**src/rtl/driver_monitor.sv**
```systemverilog
// Bus driver fed by a request FIFO, plus a monitor that captures each completed transfer.
// Optional data-match coverage counter enabled by defining DRIVER_MONITOR_COV_EN.
module driver_monitor #(
    parameter int                ADDR_W     = 8,
    parameter int                DATA_W     = 8,
    parameter int                DEPTH      = 4,
    parameter logic [DATA_W-1:0] MATCH_DATA = 'h55
) (
    input  logic              clk,
    input  logic              rst_n,
    input  logic              req_valid,
    output logic              req_ready,
    input  logic [ADDR_W-1:0] req_addr,
    input  logic [DATA_W-1:0] req_data,
    output logic              bus_valid,
    input  logic              bus_ready,
    output logic [ADDR_W-1:0] bus_addr,
    output logic [DATA_W-1:0] bus_data,
    output logic              mon_valid,
    output logic [ADDR_W-1:0] mon_addr,
    output logic [DATA_W-1:0] data_out,
    output logic [15:0]       txn_count,
    output logic [7:0]        match_count
);
    localparam int PTR_W = $clog2(DEPTH);
    localparam int ENT_W = ADDR_W + DATA_W;

    logic [ENT_W-1:0]  r_mem [DEPTH];
    logic [PTR_W:0]    r_wr_ptr;
    logic [PTR_W:0]    r_rd_ptr;
    logic              r_bus_valid;
    logic [ADDR_W-1:0] r_bus_addr;
    logic [DATA_W-1:0] r_bus_data;
    logic              r_mon_valid;
    logic [ADDR_W-1:0] r_mon_addr;
    logic [DATA_W-1:0] r_data_out;
    logic [15:0]       r_txn_count;

    logic              w_empty;
    logic              w_full;
    logic              w_push;
    logic              w_pop;
    logic              w_cap;
    logic [ENT_W-1:0]  w_head;

    // Extra pointer bit separates full (MSBs differ) from empty (pointers equal).
    assign w_empty = (r_wr_ptr == r_rd_ptr);
    assign w_full  = (r_wr_ptr[PTR_W] != r_rd_ptr[PTR_W]) &&
                     (r_wr_ptr[PTR_W-1:0] == r_rd_ptr[PTR_W-1:0]);
    assign w_push  = req_valid && !w_full;
    assign w_cap   = r_bus_valid && bus_ready;
    assign w_pop   = !w_empty && (!r_bus_valid || bus_ready);
    assign w_head  = r_mem[r_rd_ptr[PTR_W-1:0]];

    always_ff @(posedge clk) begin
        if (w_push) begin
            r_mem[r_wr_ptr[PTR_W-1:0]] <= {req_addr, req_data};
        end
    end

    always_ff @(posedge clk) begin
        if (!rst_n) begin
            r_wr_ptr <= '0;
            r_rd_ptr <= '0;
        end else begin
            if (w_push) begin
                r_wr_ptr <= r_wr_ptr + (PTR_W+1)'(1);
            end
            if (w_pop) begin
                r_rd_ptr <= r_rd_ptr + (PTR_W+1)'(1);
            end
        end
    end

    // The bus stage reloads whenever it is idle or its transfer completes this edge.
    always_ff @(posedge clk) begin
        if (!rst_n) begin
            r_bus_valid <= 1'b0;
            r_bus_addr  <= '0;
            r_bus_data  <= '0;
        end else if (!r_bus_valid || bus_ready) begin
            r_bus_valid <= !w_empty;
            if (!w_empty) begin
                r_bus_addr <= w_head[ENT_W-1:DATA_W];
                r_bus_data <= w_head[DATA_W-1:0];
            end
        end
    end

    always_ff @(posedge clk) begin
        if (!rst_n) begin
            r_mon_valid <= 1'b0;
            r_mon_addr  <= '0;
            r_data_out  <= '0;
            r_txn_count <= '0;
        end else begin
            r_mon_valid <= w_cap;
            if (w_cap) begin
                r_mon_addr  <= r_bus_addr;
                r_data_out  <= r_bus_data;
                r_txn_count <= r_txn_count + 16'd1;
            end
        end
    end

`ifdef DRIVER_MONITOR_COV_EN
    logic [7:0] r_match_count;

    always_ff @(posedge clk) begin
        if (!rst_n) begin
            r_match_count <= '0;
        end else if (w_cap && (r_bus_data == MATCH_DATA) && (r_match_count != 8'hFF)) begin
            r_match_count <= r_match_count + 8'd1;
        end
    end

    assign match_count = r_match_count;
`else
    logic w_unused_match;

    assign w_unused_match = ^MATCH_DATA;
    assign match_count    = 8'h00;
`endif

    assign req_ready = !w_full;
    assign bus_valid = r_bus_valid;
    assign bus_addr  = r_bus_addr;
    assign bus_data  = r_bus_data;
    assign mon_valid = r_mon_valid;
    assign mon_addr  = r_mon_addr;
    assign data_out  = r_data_out;
    assign txn_count = r_txn_count;

endmodule

```
**config.mk**
```make
export PLATFORM = sky130hd
export DESIGN_NAME = driver_monitor
export DESIGN_NICKNAME = d
export VERILOG_FILES = /design/src/rtl/driver_monitor.sv
export SDC_FILE = /design/constraint.sdc
export NUM_CORES = 1
export LEC_CHECK = 0
export CAP_MARGIN = 20
export CORE_ASPECT_RATIO = 2
export CORE_MARGIN = 2
export CORE_UTILIZATION = 52
export CTS_CLUSTER_DIAMETER = 100
export DETAILED_ROUTE_END_ITERATION = 12
export HOLD_SLACK_MARGIN = 0.15
export PLACE_DENSITY = 0.9
export SYNTH_ARGS = -nofsm -noshare
export SYNTH_HDL_FRONTEND = slang
export SYNTH_SLANG_ARGS = --single-unit
```
**constraint.sdc**
```tcl
create_clock -name clk -period 2.3 [get_ports clk]
set_clock_uncertainty 0.1 [all_clocks]
set_input_delay 0.345 -clock clk [delete_from_list [all_inputs] [get_ports clk]]
set_output_delay 0.345 -clock clk [all_outputs]
set_load 0.005 [all_outputs]
```
# After elaboration in Yosys (flattened, before gate mapping)
# Memories as Yosys holds them, arrays and structs flattened. A register that Yosys moved wholly into a read port is not among the register bits.
# Cells that the tools add are included.
# word_totals
wordCells,27
ram_bits,64
reg_bits,40
inputBits,20
output_inout_bits,59
mem_count,1
# mem_list
name,words,word_bits,rd,rd_ports_with_merged_regs,write_ports,line,text
r_mem,4,16,1,1,1,28,logic [ENT_W-1:0] r_mem [DEPTH];
# op_classes
add_sub_neg,3
n_reduce_logical,10
n_eq_ne,3
n_bitwise,1
mux,2
# op_table
operator,count
16-bit by 1-bit adder with 16-bit output (second input constant),1
3-bit by 1-bit adder with 3-bit output (second input constant),2
1-bit logical AND,4
1-bit logical NOT,4
3-bit equality test,1
2-bit equality test,1
1-bit 2-to-1 mux,2
2-bit AND reduction,1
1-bit logical OR,1
1-bit inequality test,1
1-bit NOT,1

# Depth between registers and ports, before layout
# depth
depth_word,6
mapped_depth,6

# Least setup slack after synthesis
# OpenSTA, ideal clock, no wires.
# synth_timing
kind,flip-flop to flip-flop
startpoint,register r_rd_ptr[0]
endpoint,memory r_mem[3][0] (netlist name) (enable)
setup_ns,0.374
required_ns,1.826
path_buffers,1
path_slack_ns,0.277
arrival_ns,1.550
stages_incl_launch_ff,5
cell_sequence,dfxtp_1 -> buf_4 -> xnor2_1 -> a31oi_2 -> and2_1
# synth_via
elab_chain_len,6
# synth_lines
element,line,text
"start, declared",30,logic [PTR_W:0] r_rd_ptr;
"start signal, assigned",70,r_rd_ptr <= r_rd_ptr + (PTR_W+1)'(1);
2-bit equality test,49,(r_wr_ptr[PTR_W-1:0] == r_rd_ptr[PTR_W-1:0]);
1-bit logical AND,48,assign w_full = (r_wr_ptr[PTR_W] != r_rd_ptr[PTR_W]) &&
1-bit logical NOT,50,assign w_push = req_valid && !w_full;
1-bit logical AND,50,
1-bit 2-to-1 mux,56,if (w_push) begin
1-bit 2-to-1 mux (implied by the code),57,"r_mem[r_wr_ptr[PTR_W-1:0]] <= {req_addr, req_data};"
"end, declared",28,
# No other way between the ends.

# Final worst setup path
# layout_timing
startpoint,register r_wr_ptr[1]
endpoint,output port req_ready
# layout_via
elab_chain_len,3
# layout_lines
element,line,text
"start, declared",29,logic [PTR_W:0] r_wr_ptr;
"start signal, assigned",67,r_wr_ptr <= r_wr_ptr + (PTR_W+1)'(1);
2-bit equality test,49,
1-bit logical AND,48,
1-bit logical NOT,125,assign req_ready = !w_full;
"end, declared",12,"output logic req_ready,"
# No other way between the ends.

==> flow_summary.ini <==
[timing]
worst_slew_pin_slew_ns = 0.593
relSlewSlack_pct = 60.4
max_freq_mhz = 460
hold_ws_ns = 0.352
hold_violations = 0
fin_crit_sh_pct = 94.5
setup_slack_ns = 0.127
setup_violations = 0
finalMaxSlewViolations = 0
rsz0062_at_grt = no
fin_crit_ns = 2.17
tns_ns = 0

[critical_path]
cp-end-kind = output pin
worstPathMaxFanout = 4
start_kind = flip-flop
worstPathArrival_ns = 1.73
crit_chain = xnor2_1 -> nand3_1 -> clkdlybuf4s50_1
reg2reg_slack_ns = 0.46
cp_slowest_cell = clkdlybuf4s50_1
r2r_cells = 4
cp_slowest_stage_delay_ns = 0.46
crit_type = flip-flop to output pin
worstPathRequired_ns = 1.86

[die]
placementRows = 48
die_x_um = 70.9
core_um2 = 8650
initial_core_util_pct = 53.8
io_pins = 79
dieArea_um2 = 9770
die_h_um = 138

[min_path]
holdPathStages = 2
hold_class = flip-flop to flip-flop

[placement]
place_ws_ns = 0.222
gp_congestion = 0.824
dp.cells = 527
io_buffer_count = 70
place_area_um2 = 5480
place_hpwl_um = 6040

[layout]
multi_input_area_um2 = 1480
nNetsFinal = 472
final_cell_area_um2 = 6090
antenna_cells = 0
nFillCells = 577
stdcell_count = 558
area_growth_pct = 31.0
ff_latch_area_um2 = 3040
post_route_cells_drive_above_1_share_pct = 14.4
utilization_pct = 70.5

[synthesis]
synthFlopType = edfxtp_1
yosys-top-cells-area = edfxtp_1 (41%), dfxtp_1 (24%), mux4_2 (7.7%)
yosys-top-cells-count = edfxtp_1 (64), nand2_1 (59), dfxtp_1 (56)
synth-seq-cells = 120
synthDistinctLibCells = 38
yosysWarningCount = 0
synth_top_area_share_pct = 41.3
synth-edff-count = 64
synthArstFlopShare_pct = 0
syn_area_um2 = 4650
synth_area_leader_cell = edfxtp_1
yosysSeqAreaShare_pct = 65.4
yosysMostFrequentCell = edfxtp_1
synthCells = 364
avgSynthCellArea_um2 = 12.8

[global_route]
grt-busiest-layer = met2
grt_pass1_wl_um = 14900
grt_overflow_total = 0
grt_max_degree = 28
grt_pass1_vias = 3075
antenna_found_initial = 0
grt.total_usage_pct = 20.4
grtUsageMet2_pct = 35.8
use_met3_pct = 5.85
grt_util_met1_pct = 20.8

[cts]
clkTransAtPathRegs_ns = 0.05
clk_latency_ns = 0.41
cts_tree = built
htreeDepth = 4
root_buffer = clkbuf_16
cts_buffer_depth = 2
numCtsBuffers = 17
clock-sinks = 120

[status]
run_status = finished, final reports clean

[drt]
ant_nets = 0
vias_per_cell = 5.53
vias = 3084
routedWlPerCell_um = 16.7
dr.pass1.iters = 4
first_iter_violations = 166
wl_um = 9320
drc = 0

[power]
power_density_nw_per_um2 = 1120
p_leak_nw = 2.08
power.total_mw = 6.81
irDropWorstVdd_mv = 0.906

[flow_run]
drv_cap = 0
layer usage:
layer	vias up	share of wire [%]
met5	-	0
met4	0	2.5
met3	19	4.3
met2	94	56
met1	1513	37
li1	1458	-
cells by family (layout without fill, tap and decap cells):
group / after synthesis / after routing / synth area share, %
AO/OA/AOI/OAI: 50 / 50 / 6.27
XOR/XNOR: 17 / 17 / 3.20
adder cells (fa/ha/maj): 6 / 6 / 1.61
buffers and inverters: 33 / 120 / 3.52
flip-flops: 120 / 120 / 65.4
multiplexers: 16 / 16 / 7.74
other: 1 / 8 / 0.0806
AND/OR/NAND/NOR: 121 / 121 / 12.2
power by group:
group / switching, mW / internal, mW
clock network: 0.913 / 1.80
logic: 0.646 / 0.749
registers: 0.178 / 2.52
path summary, 6_finish.rpt:
path,startpoint,end
worst max-delay path,r_wr_ptr[1],req_ready
worst min-delay path,data_out[5],data_out[5]
worst max register to register,txn_count[4],txn_count[15]
worst min register to register,data_out[5],data_out[5]
final cells by class:
cell class / instances / area share, %
Clock buffer: 18 / 7.04
Clock inverter: 13 / 2.96
Inverter: 5 / 0.308
Multi-Input combinational cell: 218 / 24.3
Sequential cell: 120 / 49.9
Tap cell: 100 / 2.05
Timing Repair Buffer: 84 / 13.4
state kept, by name, summed over array words and instances, names as in the netlist:
name,count
bus_valid,1
r_mem,64
data_out,8
mon_addr,8
mon_valid,1
bus_addr,8
r_wr_ptr,3
bus_data,8
txn_count,16
r_rd_ptr,3
placed cells by master (no fill, tap or decap), types with 2 or more instances in the layout:
cell / synthesis / final
clkdlybuf4s50_1: 0 / 70
edfxtp_1: 64 / 64
nand2_1: 59 / 59
dfxtp_1: 56 / 56
nand3_1: 23 / 23
a21oi_1: 23 / 23
clkbuf_16: 0 / 17
mux4_2: 16 / 16
nor2_1: 14 / 14
o21ai_0: 14 / 14
buf_4: 9 / 13
xor2_1: 8 / 8
xnor2_1: 9 / 8
conb_1: 1 / 8
ha_1: 6 / 6
inv_1: 5 / 5
and2_1: 5 / 5
o21ai_1: 5 / 5
clkinvlp_4: 0 / 5
nand4_1: 4 / 4
bufinv_16: 0 / 4
o31ai_1: 3 / 3
and4_1: 2 / 2
or3_1: 2 / 2
or4_1: 2 / 2
nor3_1: 2 / 2
clkinv_2: 0 / 2
worst max-delay path, delay by kind of cell, from the launching register on:
kind	cells	cell delay (ns)
XOR/XNOR	1	0.40
AND/OR/NAND/NOR	1	0.12
buffers and inverters	1	0.46
flip-flops	1	0.34
repair_timing:
| item | 4_1_cts | 5_1_grt |
|---|---|---|
| resized for setup | 0 | 1 |
| setup buffers | 0 | 0 |
| hold buffers | 0 | 0 |
| setup endpoints to repair | 0 | 1 |
(Power assumes the default switching activity.)
